==> config.mk <==
export PLATFORM = sky130hd
export DESIGN_NAME = bcd_timer_core
export DESIGN_NICKNAME = d
export VERILOG_FILES = /design/src/rtl/bcd_timer_core.sv
export SDC_FILE = /design/constraint.sdc
export NUM_CORES = 1
export LEC_CHECK = 0
export ABC_AREA = 1
export CORE_MARGIN = 2
export CORE_UTILIZATION = 43
export DETAILED_ROUTE_END_ITERATION = 10
export DONT_BUFFER_PORTS = 1
export PLACE_DENSITY = 0.59
export SETUP_SLACK_MARGIN = 0.4
export SLEW_MARGIN = 20
export SYNTH_ARGS = -nofsm -noshare
export SYNTH_HDL_FRONTEND = slang
export SYNTH_SLANG_ARGS = --single-unit
==> constraint.sdc <==
create_clock -name clk -period 2.4 [get_ports clk]
set_input_delay 0.36 -clock clk [delete_from_list [all_inputs] [get_ports clk]]
set_output_delay 0.36 -clock clk [all_outputs]
set_load 0.02 [all_outputs]
==> src/rtl/bcd_timer_core.sv <==
`default_nettype none
// +--------------------------------------------------------------------------+
// | bcd_timer_core: DIGITS-wide BCD up/down timer, start/pause/clear FSM.    |
// | Macro BCD_TIMER_BLANK_LEADING_EN blanks leading-zero digits on seg.      |
// | Rev 1.0                                                                  |
// +--------------------------------------------------------------------------+
module bcd_timer_core #(
    parameter int DIGITS   = 2,
    parameter int TICK_DIV = 10_000_000
) (
    input  logic                clk,
    input  logic                rst,
    input  logic [DIGITS-1:0]   btn_inc,
    input  logic                btn_start_pause,
    input  logic                btn_clear,
    input  logic                mode_down,
    output logic [4*DIGITS-1:0] bcd_num,
    output logic [7*DIGITS-1:0] seg,
    output logic [1:0]          fsm_state,
    output logic                done,
    output logic                tick
);
    localparam int PW = $clog2(TICK_DIV);
    localparam logic [PW-1:0]       C_PRESC_MAX = PW'(TICK_DIV - 1);
    localparam logic [4*DIGITS-1:0] C_ALL_NINES = {DIGITS{4'h9}};

    typedef enum logic [1:0] {
        S_IDLE  = 2'b00,
        S_RUN   = 2'b01,
        S_PAUSE = 2'b10,
        S_DONE  = 2'b11
    } state_t;

    state_t              state_q, state_d;
    logic [4*DIGITS-1:0] bcd_q, bcd_d;
    logic [PW-1:0]       presc_q, presc_d;
    logic                mode_q, mode_d;
    logic                tick_q, tick_d;
    logic [DIGITS-1:0]   inc_prev_q, inc_prev_d;
    logic                sp_prev_q, sp_prev_d;
    logic                clr_prev_q, clr_prev_d;

    logic [DIGITS-1:0]   w_ev_inc;
    logic                w_ev_sp, w_ev_clr, w_sp_act;
    logic [4*DIGITS-1:0] w_bcd_up, w_bcd_dn;
    logic [DIGITS-1:0]   w_blank;

    assign w_ev_inc = btn_inc & ~inc_prev_q;
    assign w_ev_sp  = btn_start_pause & ~sp_prev_q;
    assign w_ev_clr = btn_clear & ~clr_prev_q;
    // A start from IDLE with nothing to count down from is not a transition.
    assign w_sp_act = (state_q != S_DONE) &&
                      !(state_q == S_IDLE && mode_down && bcd_q == '0);

    always_comb begin : p_bcd_step
        logic carry;
        logic borrow;
        w_bcd_up = bcd_q;
        w_bcd_dn = bcd_q;
        carry    = 1'b1;
        borrow   = 1'b1;
        for (int i = 0; i < DIGITS; i++) begin
            if (carry) begin
                if (bcd_q[4*i +: 4] == 4'd9) begin
                    w_bcd_up[4*i +: 4] = 4'd0;
                end else begin
                    w_bcd_up[4*i +: 4] = bcd_q[4*i +: 4] + 4'd1;
                    carry = 1'b0;
                end
            end
            if (borrow) begin
                if (bcd_q[4*i +: 4] == 4'd0) begin
                    w_bcd_dn[4*i +: 4] = 4'd9;
                end else begin
                    w_bcd_dn[4*i +: 4] = bcd_q[4*i +: 4] - 4'd1;
                    borrow = 1'b0;
                end
            end
        end
    end

    always_comb begin
        state_d    = state_q;
        bcd_d      = bcd_q;
        presc_d    = presc_q;
        mode_d     = mode_q;
        tick_d     = 1'b0;
        inc_prev_d = btn_inc;
        sp_prev_d  = btn_start_pause;
        clr_prev_d = btn_clear;

        if (w_ev_clr) begin
            bcd_d   = '0;
            presc_d = '0;
            state_d = S_IDLE;
        end else if (w_ev_sp && w_sp_act) begin
            case (state_q)
                S_IDLE: begin
                    state_d = S_RUN;
                    mode_d  = mode_down;
                    presc_d = '0;
                end
                S_RUN:   state_d = S_PAUSE;
                S_PAUSE: state_d = S_RUN;
                default: state_d = state_q;
            endcase
        end else if (state_q == S_IDLE || state_q == S_PAUSE) begin
            for (int i = 0; i < DIGITS; i++) begin
                if (w_ev_inc[i]) begin
                    bcd_d[4*i +: 4] = (bcd_q[4*i +: 4] == 4'd9) ? 4'd0
                                                               : bcd_q[4*i +: 4] + 4'd1;
                end
            end
        end else if (state_q == S_RUN) begin
            if (presc_q == C_PRESC_MAX) begin
                presc_d = '0;
                tick_d  = 1'b1;
                if (mode_q) begin
                    bcd_d = w_bcd_dn;
                    if (w_bcd_dn == '0) state_d = S_DONE;
                end else begin
                    bcd_d = w_bcd_up;
                    if (w_bcd_up == C_ALL_NINES) state_d = S_DONE;
                end
            end else begin
                presc_d = presc_q + PW'(1);
            end
        end
    end

    // History regs reset high so a button held through reset is not an event.
    always_ff @(posedge clk) begin
        if (rst) begin
            state_q    <= S_IDLE;
            bcd_q      <= '0;
            presc_q    <= '0;
            mode_q     <= 1'b0;
            tick_q     <= 1'b0;
            inc_prev_q <= '1;
            sp_prev_q  <= 1'b1;
            clr_prev_q <= 1'b1;
        end else begin
            state_q    <= state_d;
            bcd_q      <= bcd_d;
            presc_q    <= presc_d;
            mode_q     <= mode_d;
            tick_q     <= tick_d;
            inc_prev_q <= inc_prev_d;
            sp_prev_q  <= sp_prev_d;
            clr_prev_q <= clr_prev_d;
        end
    end

    function automatic logic [6:0] seg7(input logic [3:0] d);
        case (d)
            4'd0:    seg7 = 7'b0111111;
            4'd1:    seg7 = 7'b0000110;
            4'd2:    seg7 = 7'b1011011;
            4'd3:    seg7 = 7'b1001111;
            4'd4:    seg7 = 7'b1100110;
            4'd5:    seg7 = 7'b1101101;
            4'd6:    seg7 = 7'b1111101;
            4'd7:    seg7 = 7'b0000111;
            4'd8:    seg7 = 7'b1111111;
            4'd9:    seg7 = 7'b1101111;
            default: seg7 = 7'b0000000;
        endcase
    endfunction

`ifdef BCD_TIMER_BLANK_LEADING_EN
    // Scan from the top digit; a digit blanks while everything above and at it is zero.
    always_comb begin : p_blank
        logic any_nz;
        any_nz  = 1'b0;
        w_blank = '0;
        for (int i = DIGITS - 1; i >= 0; i--) begin
            any_nz     = any_nz | (bcd_q[4*i +: 4] != 4'd0);
            w_blank[i] = (i != 0) && !any_nz;
        end
    end
`else
    assign w_blank = '0;
`endif

    generate
        for (genvar g = 0; g < DIGITS; g++) begin : g_seg
            assign seg[7*g +: 7] = w_blank[g] ? 7'b0000000 : seg7(bcd_q[4*g +: 4]);
        end
    endgenerate

    assign bcd_num   = bcd_q;
    assign fsm_state = state_q;
    assign done      = (state_q == S_DONE);
    assign tick      = tick_q;

endmodule
`default_nettype wire
==> results by group <==
Yosys
  • Sequential fraction of the synthesis area: 30.1%
  • Post-Synthesis Cells: 553
  • Top cells by count, synth: nand2_1 (167), inv_1 (77), nor2_1 (59)
  • Synthesized area: 0.00359 mm2
  • Most frequent cell after synthesis: nand2_1
  • Distinct cells, synth: 39
  • Post-synth EDFFs: 0
  • Synthesis warning total: 0
  • Cell taking the most area after synthesis: dfxtp_1
  • Dominant cells by area after synthesis: dfxtp_1 (30%), nand2_1 (17%), inv_1 (8.1%)
  • Syn Nets: 576
  • Avg Cell Area, Syn: 6.49 um2
  • Ys async rst share: 0%
  • Area share of the largest cell type after synthesis: 30.1%
  • #FFs+latches synth: 54
  • Primary FF master, synth: dfxtp_1

Drt
  • Drt first pass iters: 5
  • DRC Markers: 0
  • DR WL/cell: 13.7 um
  • Post-DRT Antenna Nets: 0
  • Vias: 3753
  • Initial drt markers: 144
  • WL final: 10100 um
  • Via density: 5.10

Power and ir drop
  • Pwr/cell area: 483 mW/mm2
  • Final total power: 2.33 mW
  • Leakage power: 2.33 nW
  • Worst vdd ir: 0.000313 V

Clock network
  • Longest Clk Path Bufs: 2
  • CTS tree: yes
  • Worst-path clk slew: 0.10 ns
  • CTS root buffer: clkbuf_8
  • CTS H-tree depth: 2
  • Hold-fix buffers at CTS: 0
  • CTS buffer count: 5
  • Clk_lat worst skew: 0.31 ns
  • Clock sink count: 54

Cells and area
  • Area Growth Syn to Fin: 34.6%
  • Final Util: 59.4%
  • Ant. Diodes: 0
  • Fillers: 745
  • Total Nets Final: 653
  • Final Cell Area: 0.00483 mm2
  • Share of cells above drive strength 1: 32.5%

Timing
  • Setup Skew: 0.00448 ns
  • PnR worst setup slack: 0.295 ns
  • Worst slew pin tran: 0.505 ns
  • Unrepaired setup endpoints after global routing: true
  • Post-route minimum period: 2.10 ns
  • Setup TNS: 0 ns
  • Final period utilization: 87.7%
  • Rel. slew slack: 66.3%
  • Final Max Slew Viols: 0
  • Fmax: 0.475 GHz
  • Final Setup Violations: 0
  • Fin. Hold Viols: 0

Critical path
  • Crit-path slowest cell: dfxtp_1
  • Cell Chain, Critical Path: or2_4 > nor2_2 > nand2_2 > nand2_4 > buf_6 > nand3_4 > nand2_2 > o21ai_4 > nand2_4 > inv_2 > ha_4 > inv_2 > nand4_1 > nand2_1 > nand2_1 > nand2_1
  • CP Class: register to register
  • Worst EP arrival: 2.32 ns
  • Worst-path maximum fanout: 6
  • Crit. End Element: register
  • Largest stage delay, worst path: 0.35 ns
  • Most frequent CP cell: nand2_1
  • Data required time of the critical path: 2.62 ns
  • Startpoint class of the critical path: register

Floorplanning
  • Starting Density: 44.1%
  • Core Area: 0.00813 mm2
  • I/O Pins: 33
  • Die area: 0.00909 mm2
  • Die Ht: 95.3 um
  • Row cnt: 33
  • Die X: 95.3 um

Global routing
  • Vias in the first global route: 3655
  • GRT Total Usage: 22.8%
  • Initial antenna violation count: 0
  • Gr ovfl total: 0
  • Pin count of the biggest net entering global routing: 18
  • First-pass GRT wire length: 16300 um

Worst hold path
  • Hold Path Class: input port to register

Placement
  • Routability-driven placement congestion ratio: 0.888
  • Place WS: 0.0515 ns
  • Hpwl dp: 7120 um
  • Cell Area, Placed: 0.00397 mm2
  • Port Buffers: 0

Outcome
  • Status: finished clean

Flow run
  • Max Cap Viol: 0
==> path summary, 6_finish.rpt <==
path	end	depth (start not counted)	startpoint	slack (ns)
setup / recovery	seg[3]	16	fsm_state[1]	0.30
hold / removal	inc_prev_q[0]	2	btn_inc[0]	0.15
setup reg to reg	seg[3]	16	fsm_state[1]	0.30
hold reg to reg	presc_q[5]	1	presc_q[5]	0.48
==> per-layer routing <==
| layer | part of all wire (%) | vias to the layer above | GRT usage [%] |
|---|---|---|---|
| li1 | - | 1904 | - |
| met5 | 0 | - | 0 |
| met2 | 52 | 72 | 41.7 |
| met1 | 41 | 1755 | 25.6 |
| met4 | 2.5 | 0 | 9.66 |
| met3 | 4.0 | 22 | 4.19 |
==> placed cells by master (no fill, tap or decap), drive strengths merged <==
master  count
nand2     177
ha         16
a21oi      21
dfxtp      54
clkinv      3
xor2        8
and2        1
inv        85
nand4      24
o21ai      18
a31oi       1
nand3      48
nor3b       1
buf        78
nor2       66
nor4        1
nor3       17
a21boi      2
nand3b      2
or2         2
bufinv      1
clkbuf      5
==> cell type report <==
cell class                 count  area (um2)  area share, %
multi-input combinational    405        2490           51.6
sequential                    54        1100           22.9
timing repair buffer          78         636           13.2
inverter                      85         349           7.23
tap                          105         131           2.72
clock buffer                   5        68.8           1.43
clock inverter                 3        43.8          0.907
timing repair inverter         1        6.26          0.130
==> cells by family after synthesis <==
group / after synthesis / synth area share [%]
simple gates: 339 / 45.0
buf+inv: 94 / 10.7
flops: 54 / 30.1
compound gates: 42 / 6.66
xor+xnor: 8 / 1.95
fa+ha+maj: 16 / 5.58
==> power breakdown <==
group,internal [mW],leakage (nW),switching (mW)
registers,0.957,0.448,0.0869
clock network,0.314,0.0585,0.324
logic,0.256,1.82,0.394
==> stage by stage <==
step	hold WS, ns	cells
final	0.146	736
after global routing	0.151	736
after CTS	0.138	718
after detailed placement	0.473	682
after global placement	0.462	682
after floorplan	0.456	553
==> repair_timing <==
item / 4_1_cts / 5_1_grt
resized for setup: 58 / 47
setup buffers: 28 / 17
pin swaps: 23 / 12
endpoints found under the setup margin: 27 / 30
hold endpoints to repair: 0 / 0
cloned: 0 / 1
==> worst max-delay path, delay by kind of cell, from the launching register on <==
kind	cells	cell delay, ns
buffers and inverters	3	0.20
and+or+nand+nor	11	1.12
DFF	1	0.35
adders and majority gates	1	0.26
AOI/OAI and AO/OA	1	0.07
==> state kept, by name, indices dropped and copies added, names as in the netlist <==
signal      flops
presc_q        24
clr_prev_q      1
fsm_state       2
sp_prev_q       1
inc_prev_q      2
bcd_num         8
mode_q          1
seg            14
tick            1
Note: power is estimated with default switching activity, not from simulation.
